$ cat src/rtl/falu_seq.sv
// Sequencer for a multi-cycle FP arithmetic unit: accepts one request at a time,
// waits the opcode's fixed latency, then holds the result until it is consumed.
package falu_seq_pkg;

  localparam int unsigned DATA_W = 64;
  localparam int unsigned TAG_W  = 5;
  localparam int unsigned OPC_W  = 3;

  typedef enum logic [OPC_W-1:0] {
    OP_NOP  = 3'b000,
    OP_SQRT = 3'b001,
    OP_FADD = 3'b010,
    OP_FSUB = 3'b011,
    OP_FMUL = 3'b100,
    OP_FDIV = 3'b101,
    OP_FMIN = 3'b110,
    OP_FMAX = 3'b111
  } op_e;

  // Everything latched from the request channel at acceptance.
  typedef struct packed {
    logic [DATA_W-1:0] op1;
    logic [DATA_W-1:0] op2;
    logic [OPC_W-1:0]  opcode;
    logic              wid;
    logic [TAG_W-1:0]  tag;
  } req_t;

endpackage

module falu_seq
  import falu_seq_pkg::*;
#(
  parameter int unsigned LAT_MINMAX = 1,
  parameter int unsigned LAT_ADD    = 3,
  parameter int unsigned LAT_MUL    = 4,
  parameter int unsigned LAT_DIV    = 20,
  parameter int unsigned LAT_SQRT   = 24
) (
  input  logic              clk,
  input  logic              rst,
  input  logic              req_valid,
  output logic              req_ready,
  input  logic [DATA_W-1:0] req_op1,
  input  logic [DATA_W-1:0] req_op2,
  input  logic [OPC_W-1:0]  req_opcode,
  input  logic              req_wid,
  input  logic [TAG_W-1:0]  req_tag,
  output logic [DATA_W-1:0] falu_op1,
  output logic [DATA_W-1:0] falu_op2,
  output logic [OPC_W-1:0]  falu_opcode,
  output logic              falu_wid,
  input  logic [DATA_W-1:0] falu_out,
  output logic              rsp_valid,
  input  logic              rsp_ready,
  output logic [DATA_W-1:0] rsp_data,
  output logic [TAG_W-1:0]  rsp_tag,
  input  logic              flush,
  output logic              busy,
  output logic [15:0]       op_count
);

  localparam int unsigned CNT_W = 6;
  localparam int unsigned OPCNT_W = 16;

  typedef enum logic [1:0] {
    IDLE = 2'd0,
    EXEC = 2'd1,
    DONE = 2'd2
  } state_e;

  state_e               state_q, state_d;
  logic [CNT_W-1:0]     cnt_q, cnt_d;
  req_t                 op_q, op_d;
  logic [DATA_W-1:0]    rsp_data_q, rsp_data_d;
  logic [OPCNT_W-1:0]   op_count_q, op_count_d;
  logic                 accept;

  // Fixed latency per opcode; NOP still takes one EXEC edge.
  function automatic logic [CNT_W-1:0] lat_of(input logic [OPC_W-1:0] opc);
    logic [CNT_W-1:0] lat;
    case (opc)
      OP_SQRT:          lat = CNT_W'(LAT_SQRT);
      OP_FADD, OP_FSUB: lat = CNT_W'(LAT_ADD);
      OP_FMUL:          lat = CNT_W'(LAT_MUL);
      OP_FDIV:          lat = CNT_W'(LAT_DIV);
      OP_FMIN, OP_FMAX: lat = CNT_W'(LAT_MINMAX);
      default:          lat = CNT_W'(1);
    endcase
    return lat;
  endfunction

  assign req_ready = (state_q == IDLE) & ~flush;
  assign accept    = req_valid & req_ready;

  // Next-state and datapath update; flush outranks completion and handshake.
  always_comb begin
    state_d    = state_q;
    cnt_d      = cnt_q;
    op_d       = op_q;
    rsp_data_d = rsp_data_q;
    op_count_d = op_count_q;
    case (state_q)
      IDLE: begin
        if (accept) begin
          op_d.op1    = req_op1;
          op_d.op2    = req_op2;
          op_d.opcode = req_opcode;
          op_d.wid    = req_wid;
          op_d.tag    = req_tag;
          cnt_d       = lat_of(req_opcode);
          state_d     = EXEC;
        end
      end
      EXEC: begin
        if (flush) begin
          state_d = IDLE;
        end else if (cnt_q == CNT_W'(1)) begin
          rsp_data_d = (op_q.opcode == OP_NOP) ? '0 : falu_out;
          state_d    = DONE;
        end else begin
          cnt_d = cnt_q - CNT_W'(1);
        end
      end
      DONE: begin
        if (flush) begin
          state_d = IDLE;
        end else if (rsp_ready) begin
          op_count_d = op_count_q + OPCNT_W'(1);
          state_d    = IDLE;
        end
      end
      default: state_d = IDLE;
    endcase
  end

  always_ff @(posedge clk or negedge rst) begin
    if (!rst) begin
      state_q    <= IDLE;
      cnt_q      <= '0;
      op_q       <= '0;
      rsp_data_q <= '0;
      op_count_q <= '0;
    end else begin
      state_q    <= state_d;
      cnt_q      <= cnt_d;
      op_q       <= op_d;
      rsp_data_q <= rsp_data_d;
      op_count_q <= op_count_d;
    end
  end

  // Operand latches feed the unit continuously; only the opcode is masked when idle.
  assign falu_op1    = op_q.op1;
  assign falu_op2    = op_q.op2;
  assign falu_wid    = op_q.wid;
  assign falu_opcode = (state_q == IDLE) ? OP_NOP : op_q.opcode;

  assign rsp_valid = (state_q == DONE);
  assign rsp_data  = rsp_data_q;
  assign rsp_tag   = op_q.tag;
  assign busy      = (state_q != IDLE);
  assign op_count  = op_count_q;

endmodule
$ cat config.mk
export PLATFORM = sky130hd
export DESIGN_NAME = falu_seq
export DESIGN_NICKNAME = d
export VERILOG_FILES = /design/src/rtl/falu_seq.sv
export SDC_FILE = /design/constraint.sdc
export NUM_CORES = 1
export LEC_CHECK = 0
export ABC_AREA = 1
export CAP_MARGIN = 20
export CORE_AREA = 5 5 160 177
export DETAILED_ROUTE_END_ITERATION = 10
export DIE_AREA = 0 0 165 182
export HOLD_SLACK_MARGIN = 0.12
export PLACE_DENSITY = 0.81
export SLEW_MARGIN = 10
export SYNTH_ARGS = -nofsm -noshare
export SYNTH_HDL_FRONTEND = slang
export SYNTH_SLANG_ARGS = --single-unit
$ cat constraint.sdc
create_clock -name clk -period 1.4 [get_ports clk]
set_input_delay 0.21 -clock clk [delete_from_list [all_inputs] [get_ports clk]]
set_output_delay 0.21 -clock clk [all_outputs]
set_load 0.03 [all_outputs]
### Word level (Yosys, flattened, before mapping)

Cells that the tools add are included.

| word-level totals | value |
|---|---|
| memories kept | 0 |
| bits in registers | 225 |
| ROM bits | 0 |
| word-level logic and storage cells | 50 |
| RAM bits | 0 |
| latch bits | 0 |
| output and inout bits | 220 |

| cells by class | value |
|---|---|
| shift-type cells | 0 |
| multipliers | 0 |
| $add $sub $neg | 2 |
| divide/modulo/power cells | 0 |
| eq/ne operators | 13 |
| multiplexer cells | 13 |
| reductions and logical operators | 10 |
| $lt $le $gt $ge | 0 |
| bitwise gates (word level) | 3 |

Operators by type and width:

| kind | number |
|---|---|
| two-way mux 64 bit | 1 |
| case mux 5 bit (4 select lines) | 1 |
| two-way mux 6 bit | 3 |
| adder 16 x 1 -> 16 bit, second input constant | 1 |
| case mux 6 bit (2 select lines) | 1 |
| two-way mux 2 bit | 5 |
| AND reduction 3 bit | 3 |
| == test 3 x 2 -> 1 bit, second input constant | 2 |
| == test 3 bit, second input constant | 2 |
| == test 6 x 1 -> 1 bit, second input constant | 1 |
| inequality test 2 bit, second input constant | 3 |
| case mux 2 bit (3 select lines) | 1 |
| subtractor 6 x 1 -> 6 bit, second input constant | 1 |
| AND reduction 4 bit | 1 |
| nonzero test 2 bit | 2 |
| == test 3 x 1 -> 1 bit, second input constant | 1 |
| zero test 3 bit | 1 |
| two-way mux 3 bit | 1 |
| inequality test 3 x 1 -> 1 bit, second input constant | 1 |
| inequality test 3 bit, second input constant | 1 |
| AND 1 bit | 2 |
| == test 2 x 1 -> 1 bit, second input constant | 1 |
| == test 2 bit, second input constant | 1 |
| zero test 2 bit | 1 |
| 3 further kinds | 3 |

### Logic depth before layout (Yosys ltp)

Gate-level depths: netlist (run 1).

| depth | value |
|---|---|
| depth in word-level cells | 5 |
| gate-level depth with buffers | 10 |
| depth with buffers taken out | 9 |

### Worst setup path before layout (run 1)

Ideal clock, no wire load.

| path | value |
|---|---|
| path type | reg2reg |
| from | reg state_q[0] |
| to | reg op_q (netlist bit falu_op1[0]) |
| buffers on the path | 2 |
| path slack | -166 ps |
| clock period less this slack | 1566 ps |
| library setup time | 116 ps |
| stages on the path, launching flop included | 9 |
| data arrival time | 1449 ps |
| path through | dfrtp_1 > nor2_2 > inv_2 > nor2_4 > nand2_2 > buf_6 > buf_2 > nand2_1 > nand2_1 |

| on the way | value |
|---|---|
| word-level cells in the longest chain between the ends | 4 |

RTL lines:

| element | RTL line | RTL |
|---|---|---|
| from (decl) | 72 | `state_e state_q, state_d;` |
| from (signal assigned) | 145 | `state_q <= state_d;` |
| zero test 2 bit | 93 | `assign req_ready = (state_q == IDLE) & ~flush;` |
| AND 1 bit | 93 |  |
| named net req_ready | 43 | `output logic req_ready,` |
| AND 1 bit | 94 | `assign accept = req_valid & req_ready;` |
| AND reduction 2 bit (no source line) | -- |  |
| to (signal assigned) | 147 | `op_q <= op_d;` |
| to (decl) | 74 | `req_t op_q, op_d;` |

The timed path passes the listed nets, and every way through them passes these cells.
A chain may end at the register's enable or synchronous reset.

### Worst setup path in the final report (run 1)

| path | value |
|---|---|
| from | reg state_q[0] |
| to | out req_ready |

| on the way | value |
|---|---|
| word-level cells in the longest chain between the ends | 2 |

RTL lines:

| element | RTL line |
|---|---|
| zero test 2 bit | 93 |
| AND 1 bit | 93 |
| to (decl) | 43 |

Every way passes these cells.

==> results of run 1 <==
## kinds of logic (layout without fill, tap and decap cells)
kind of cell / Yosys count / in the layout / share of synthesized area (%)
fa+ha+maj: 3 / 3 / 0.373
flops: 225 / 225 / 55.9
xor+xnor: 12 / 12 / 1.04
simple gates: 700 / 705 / 27.5
compound gates: 13 / 13 / 0.708
buf+inv: 215 / 598 / 14.5
## final cells by class
type                       instances  area, um^2
clock buffer                      34         688
timing repair buffer             522        4560
inverter                          32         135
multi-input combinational        733        3220
fill                            2274       11600
tap                              357         447
clock inverter                    10         164
sequential                       225        5630
## power groups by stage
stage          Clock (mW)  Sequential (mW)  Combinational [mW]
2_1_floorplan           0             12.0                7.53
3_3_place_gp            0             10.3                14.2
3_5_place_dp            0             10.3                14.5
4_1_cts              6.95             10.2                12.7
5_1_grt              7.24             10.5                14.2
6_report             6.81             10.2                13.4
## metal layers
layer	GRT usage, %	share of wire [%]	vias to the layer above
met5	0	0	-
met1	23.4	38	4398
met3	4.29	7.8	74
met4	6.72	3.0	0
li1	-	-	4204
met2	35.1	51	409
## flip-flops by register name (all words and copies together), names as in the netlist
signal    count
state_q       2
rsp_data     64
op_count     16
falu_wid      1
cnt_q         6
falu_op1     64
op_q          3
falu_op2     64
rsp_tag       5
## how the worst max path moves through the flow
stage                        end       start  cells past startpoint
floorplan           falu_op1[10]  state_q[1]                      8
global placement    rsp_data[25]       flush                      8
detailed placement  rsp_data[25]       flush                      8
CTS                    req_ready  state_q[0]                      5
global route        falu_op2[22]  state_q[0]                     10
finish                 req_ready  state_q[0]                      5
## per-stage QoR
stage          setup WS (ns)  hold slack [ns]
6_report              -0.404            0.186
5_1_grt               -0.445            0.208
4_1_cts               -0.359            0.195
3_5_place_dp          -0.311            0.164
3_3_place_gp          -0.275            0.161
2_1_floorplan        -0.0877          -0.0856
## synth_stat cells (2+ instances only)
cell	n	area, um^2
nor2_4	2	22.5
nor3_1	2	10.0
o21ai_0	9	45.0
nand2_1	587	2200
xnor2_1	6	52.6
xor2_1	6	52.6
inv_1	31	116
nand2_2	3	18.8
nor2_1	22	82.6
ha_1	3	37.5
clkbuf_1	10	37.5
buf_4	141	1060
nor2_2	2	12.5
dfrtp_1	225	5630
nand3_1	78	390
buf_2	19	95.1
buf_6	13	146
## repair_timing
| action | 4_1_cts | 5_1_grt |
|---|---|---|
| setup buffers | 6 | 12 |
| setup endpoints to repair | 412 | 240 |
| gates cloned | 1 | 23 |
| gates resized for setup | 1089 | 50 |
| hold endpoints to repair | 225 | 0 |
| pin swaps | 5 | 7 |
| hold buffers | 1 | 0 |
==> results by group, run 1 <==
Status
  • Status: finished, violations left
  • Failing checks: setup timing

Placed design
  • Port Buffers: 425
  • Final GP Congestion: 0.893
  • Placed instance area: 0.0141 mm^2
  • Hpwl dp: 22400 um
  • Placed Cells: 1827

Clock tree
  • Max Root-Sink Buffers: 3
  • Root Driver: clkbuf_16
  • CTS clk-pin slew, worst paths: 0.06 ns
  • Clock sink count: 225
  • Num CTS Buffers: 24
  • TritonCTS clock tree: done
  • Htree depth: 1
  • Worst skew pair latency: 0.53 ns

Finish
  • Finished Layout Cells: 1913
  • Commonest non-fill, non-tap cell in the layout: nand2_1
  • Core Util, Final: 56.0%
  • Most frequent cells in the layout: nand2_1 (581), dfrtp_1 (223), buf_2 (207)
  • Layout cells sized above 1: 25.4%
  • # diodes: 0
  • Area grow syn2layout: 47.4%
  • NumNets Final: between 1500 and 2000
  • Finished Cell Area: 0.0148 mm^2

Timing
  • Final Skew: 0.0278 ns
  • # setup viols final: 230
  • Headroom to the max-slew limit: 66.6%
  • Fin Setup TNS: -68.30 ns
  • Post-layout minimum cycle time: 1.80 ns
  • Fin crit share: 129%
  • Final Hold Viols: 0
  • Worst Setup Slack, final: -0.404 ns
  • Max Freq: 554 MHz
  • Fin. max-slew vios: 0
  • Worst slew pin tran: 0.501 ns
  • Unrepaired setup endpoints after global routing: yes

Floorplanning
  • Core Region: about 0.026 mm^2
  • # IOs: 426
  • Die X: 165 um
  • Starting Density: 38.0%
  • Die Span Y: ~180 um
  • Cell Rows: between 60 and 70
  • Die area: 0.0300 mm^2

Setup path
  • Required time of the critical path: approximately 1.2 ns
  • Worst path max stage delay: 0.44 ns
  • Worst Setup Start Kind: flop
  • Crit-path cells: nor2_4 -> inv_4 -> nor2_4 -> buf_6 -> buf_6
  • Reg-to-reg setup timing slack: -0.40 ns
  • Crit-path slowest cell: dfrtp_1
  • Worst r2r src: state_q[0]
  • Kind of critical path: reg2out
  • Worst setup EP type: primary output
  • Crit Path Max Fanout: 3
  • FF-to-FF path depth: 10
  • Cell family with the largest share of critical-path delay: flip-flops
  • FF-to-FF End: falu_op1[8]
  • Critical Path AT: 1.59 ns
  • WP buf/inv: 3

Drt
  • Post-DRT Antenna Nets: 0
  • DRT iter0 DRCs: 624
  • Residual DRC count: 0
  • Via count: 9085
  • Wire per inst: 18.6 um
  • Wirelength, routed: around 36000 um
  • Vias/cell: 4.75
  • First-pass DRT Iterations: 5

Synthesis
  • Top_reg_cell synth: dfrtp_1
  • #FFs+latches synth: 225
  • Post-Syn Instances: 1168
  • Ys Warns: 0
  • EDFF count, synth: 0
  • Mapped Area: roughly 0.01 mm^2
  • Synth unique cells: 26
  • Syn_nets: 1377
  • Post-synth ARST share: 100%
  • Syn_area_per_cell: 8.62 um^2
  • Register area share after synthesis: 55.9%

Pwr
  • Combinational fraction of design power: 44.0%
  • Sw power: 13.0 mW
  • P_int: 17.4 mW
  • Sequential Power Share: 33.6%
  • Clk pwr share: 22.4%
  • Total power: 30.4 mW
  • Power per Cell Area: 2050 mW/mm^2
  • Lkg Pwr: slightly below 8 nW
  • Max IR drop VDD: 1.29 mV
  • Sw frac: 42.7%

Global route
  • Number of global-route vias before repair: 9026
  • Tot GR Track Use: 19.8%
  • Global route overflow: 0
  • First-pass GRT wire length: 48000 um
  • Initial antenna violation count: 0
  • Largest net degree at the start of global routing: 70

Min path
  • Worst Hold Class: in2async

Flow run
  • MaxCap Viol Count: 0
Note: power is estimated with default switching activity, not from simulation.
==> run 2: changes to the inputs <==
--- a/config.mk
+++ b/config.mk
@@ -7,11 +7,11 @@
 export LEC_CHECK = 0
 export ABC_AREA = 1
 export CAP_MARGIN = 20
-export CORE_AREA = 5 5 160 177
+export CORE_AREA = 4 4 162 164
 export DETAILED_ROUTE_END_ITERATION = 10
-export DIE_AREA = 0 0 165 182
+export DIE_AREA = 0 0 166 168
 export HOLD_SLACK_MARGIN = 0.12
-export PLACE_DENSITY = 0.81
+export PLACE_DENSITY = 0.82
 export SLEW_MARGIN = 10
 export SYNTH_ARGS = -nofsm -noshare
 export SYNTH_HDL_FRONTEND = slang
==> constraint.sdc (replaced) <==
create_clock -name clk -period 2.3 [get_ports clk]
set_input_delay 0.345 -clock clk [delete_from_list [all_inputs] [get_ports clk]]
set_output_delay 0.345 -clock clk [all_outputs]
set_load 0.03 [all_outputs]
==> results by group, run 2 (synthesis results as in run 1) <==
Status
  • Status: complete, no violations

Timing
  • Min Hold Slack: 0.351 ns
  • Max Freq: roughly 460 MHz
  • # setup viols final: 0
  • Final Skew: 0.0276 ns
  • Headroom to the max-slew limit: 53.8%
  • Fin Setup TNS: 0 ns
  • Final Hold Viols: 0
  • Post-layout minimum cycle time: 2.17 ns
  • Unrepaired setup endpoints after global routing: no
  • Fin. max-slew vios: 0
  • Worst slew pin tran: 0.693 ns
  • Fin crit share: 94.2%

Drt
  • Post-DRT Antenna Nets: 0
  • DRT iter0 DRCs: 602
  • First-pass DRT Iterations: 5
  • Uppermost metal layer occupied by signal nets: met5
  • Metal3 WL: 2660 um
  • Wire per inst: 16.5 um
  • Via count: 8400
  • Routed wl met2: approximately 15000 um
  • Wirelength, routed: 29700 um
  • Vias/cell: around 4.7
  • Routed length on met1: 11500 um
  • Residual DRC count: 0

Global route
  • First-pass GRT wire length: ~46000 um
  • Global route overflow: 0
  • Largest net degree at the start of global routing: 81
  • Number of global-route vias before repair: ~8600
  • Tot GR Track Use: 20.3%
  • Initial antenna violation count: 2

Clock tree
  • Max Root-Sink Buffers: 3
  • CTS clk-pin slew, worst paths: 0.07 ns
  • Num CTS Buffers: 25
  • Root Driver: clkbuf_16
  • Post-CTS Setup Inserts: 0
  • Clock sink count: 225
  • Htree depth: 1
  • TritonCTS clock tree: done
  • Worst skew pair latency: 0.53 ns

Setup path
  • FF-to-FF path depth: 8
  • Worst setup EP type: primary output
  • Required time of the critical path: 1.96 ns
  • Critical Path AT: between 1.5 and 2 ns
  • Worst Setup SP: state_q[0]
  • Worst Setup Start Kind: flop
  • Kind of critical path: reg2out
  • Reg-to-reg setup timing slack: 0.59 ns
  • Crit Path Max Fanout: 5
  • FF-to-FF End: rsp_data[19]
  • Worst r2r src: cnt_q[1]

Min path
  • Worst hold endpoint: falu_op1[26]
  • Hold path cells: 3
  • Worst Hold Class: in2reg
  • Hold_sp: req_op1[26]

Pwr
  • Lkg Pwr: about 7.1 nW
  • Sw frac: 40.4%
  • Sequential Power Share: 33.4%
  • Combinational fraction of design power: a little under half
  • Clk pwr share: between 20% and 30%
  • Max IR drop VDD: 1.06 mV
  • Power per Cell Area: 1290 mW/mm^2
  • P_int: 11.2 mW
  • Sw power: 7.55 mW

Finish
  • Area grow syn2layout: 43.8%
  • NumNets Final: 1663
  • Most frequent cells in the layout: nand2_1 (587), clkdlybuf4s50_1 (418), dfrtp_1 (225)
  • Layout cells sized above 1: 4.55%
  • Commonest non-fill, non-tap cell in the layout: nand2_1

Floorplanning
  • Core Region: 0.0249 mm^2
  • Cell Rows: 58
  • Die X: roughly 170 um
  • # IOs: between 400 and 500
  • Starting Density: 40.5%
  • Die Span Y: between 150 and 200 um
  • Die area: 0.0279 mm^2

Placed design
  • Hpwl dp: 21600 um
  • Final GP Congestion: 0.839
  • Port Buffers: 425

Flow run
  • MaxCap Viol Count: 0
## run 2: cell count changes in the layout (fill, tap and decap cells not counted), sizes merged, moves of 2 or more
cell / before / now
buf: 305 / 17
clkbuf: 45 / 31
clkdlybuf4s50: 204 / 418
clkinv: 6 / 8
dlygate4sd2: 0 / 5
nand2: 595 / 590
## run 2: cell type report
cell class	instances	area, um^2
repair buffers	442	4500
inverters	32	120
well taps	330	413
clock buffers	31	658
flip-flops and latches	225	5630
diodes	1	2.50
clock inverters	13	153
multi-input cells	728	3000
fillers	2099	10400
## run 2: power groups by stage
stage               clock (mW)  combinational (mW)  sequential [mW]
finish                    3.97                8.47             6.25
global placement             0                8.39             6.23
global route              4.27                8.98             6.43
CTS                       4.07                8.55             6.24
floorplan                    0                4.55             7.32
detailed placement           0                8.53             6.27
## run 2: what timing repair did
| action | 4_1_cts | 5_1_grt |
|---|---|---|
| endpoints found under the setup margin | 5 | 1 |
| hold buffers | 1 | 0 |
| gates resized for setup | 5 | 1 |
| hold endpoints to repair | 56 | 0 |
## run 2: routing by layer
metal	global-route usage (%)	vias to the layer above
li1	-	4007
met1	24.1	3978
met2	35.4	351
met3	6.43	62
met4	6.42	2
met5	0	-
## run 2: worst max-delay path by stage
stage                              to  slack, ns  cells past startpoint
final                       req_ready       0.13                      4
after floorplan           falu_op1[0]       0.73                      8
after global routing        req_ready       0.03                      4
after CTS                   rsp_valid       0.06                      4
after detailed placement    req_ready       0.19                      3
after global placement      req_ready       0.21                      3
## run 2: critical path, cell delays in order, from the launching register on
cell           delay (ns)
dfrtp_1              0.41
nor2_2               0.26
inv_2                0.10
nor2_4               0.12
dlygate4sd2_1        0.42
## run 2: per-stage QoR
stage / cell area, um^2 / total power, mW / worst slack (ns) / util, % / cells
after global routing: 14500 / 19.7 / 0.0328 / 58.2 / 1802
after floorplan: 10100 / 11.9 / 0.734 / - / 1168
after global placement: 13700 / 14.6 / 0.213 / 54.9 / 1756
after detailed placement: 13700 / 14.8 / 0.193 / 54.9 / 1756
after CTS: 14500 / 18.9 / 0.0559 / 58.1 / 1801
final: 14500 / 18.7 / 0.134 / 58.2 / 1802
==> run 3: changes to the inputs <==
--- a/config.mk
+++ b/config.mk
@@ -8,6 +8,7 @@
 export ABC_AREA = 1
 export CAP_MARGIN = 20
 export CORE_AREA = 4 4 162 164
+export CTS_CLUSTER_SIZE = 28
 export DETAILED_ROUTE_END_ITERATION = 10
 export DIE_AREA = 0 0 166 168
 export HOLD_SLACK_MARGIN = 0.12
@@ -16,3 +17,4 @@
 export SYNTH_ARGS = -nofsm -noshare
 export SYNTH_HDL_FRONTEND = slang
 export SYNTH_SLANG_ARGS = --single-unit
+export TNS_END_PERCENT = 30
==> results of run 3 <==
Final layout, timing and power as in run 2 (identical DEF).
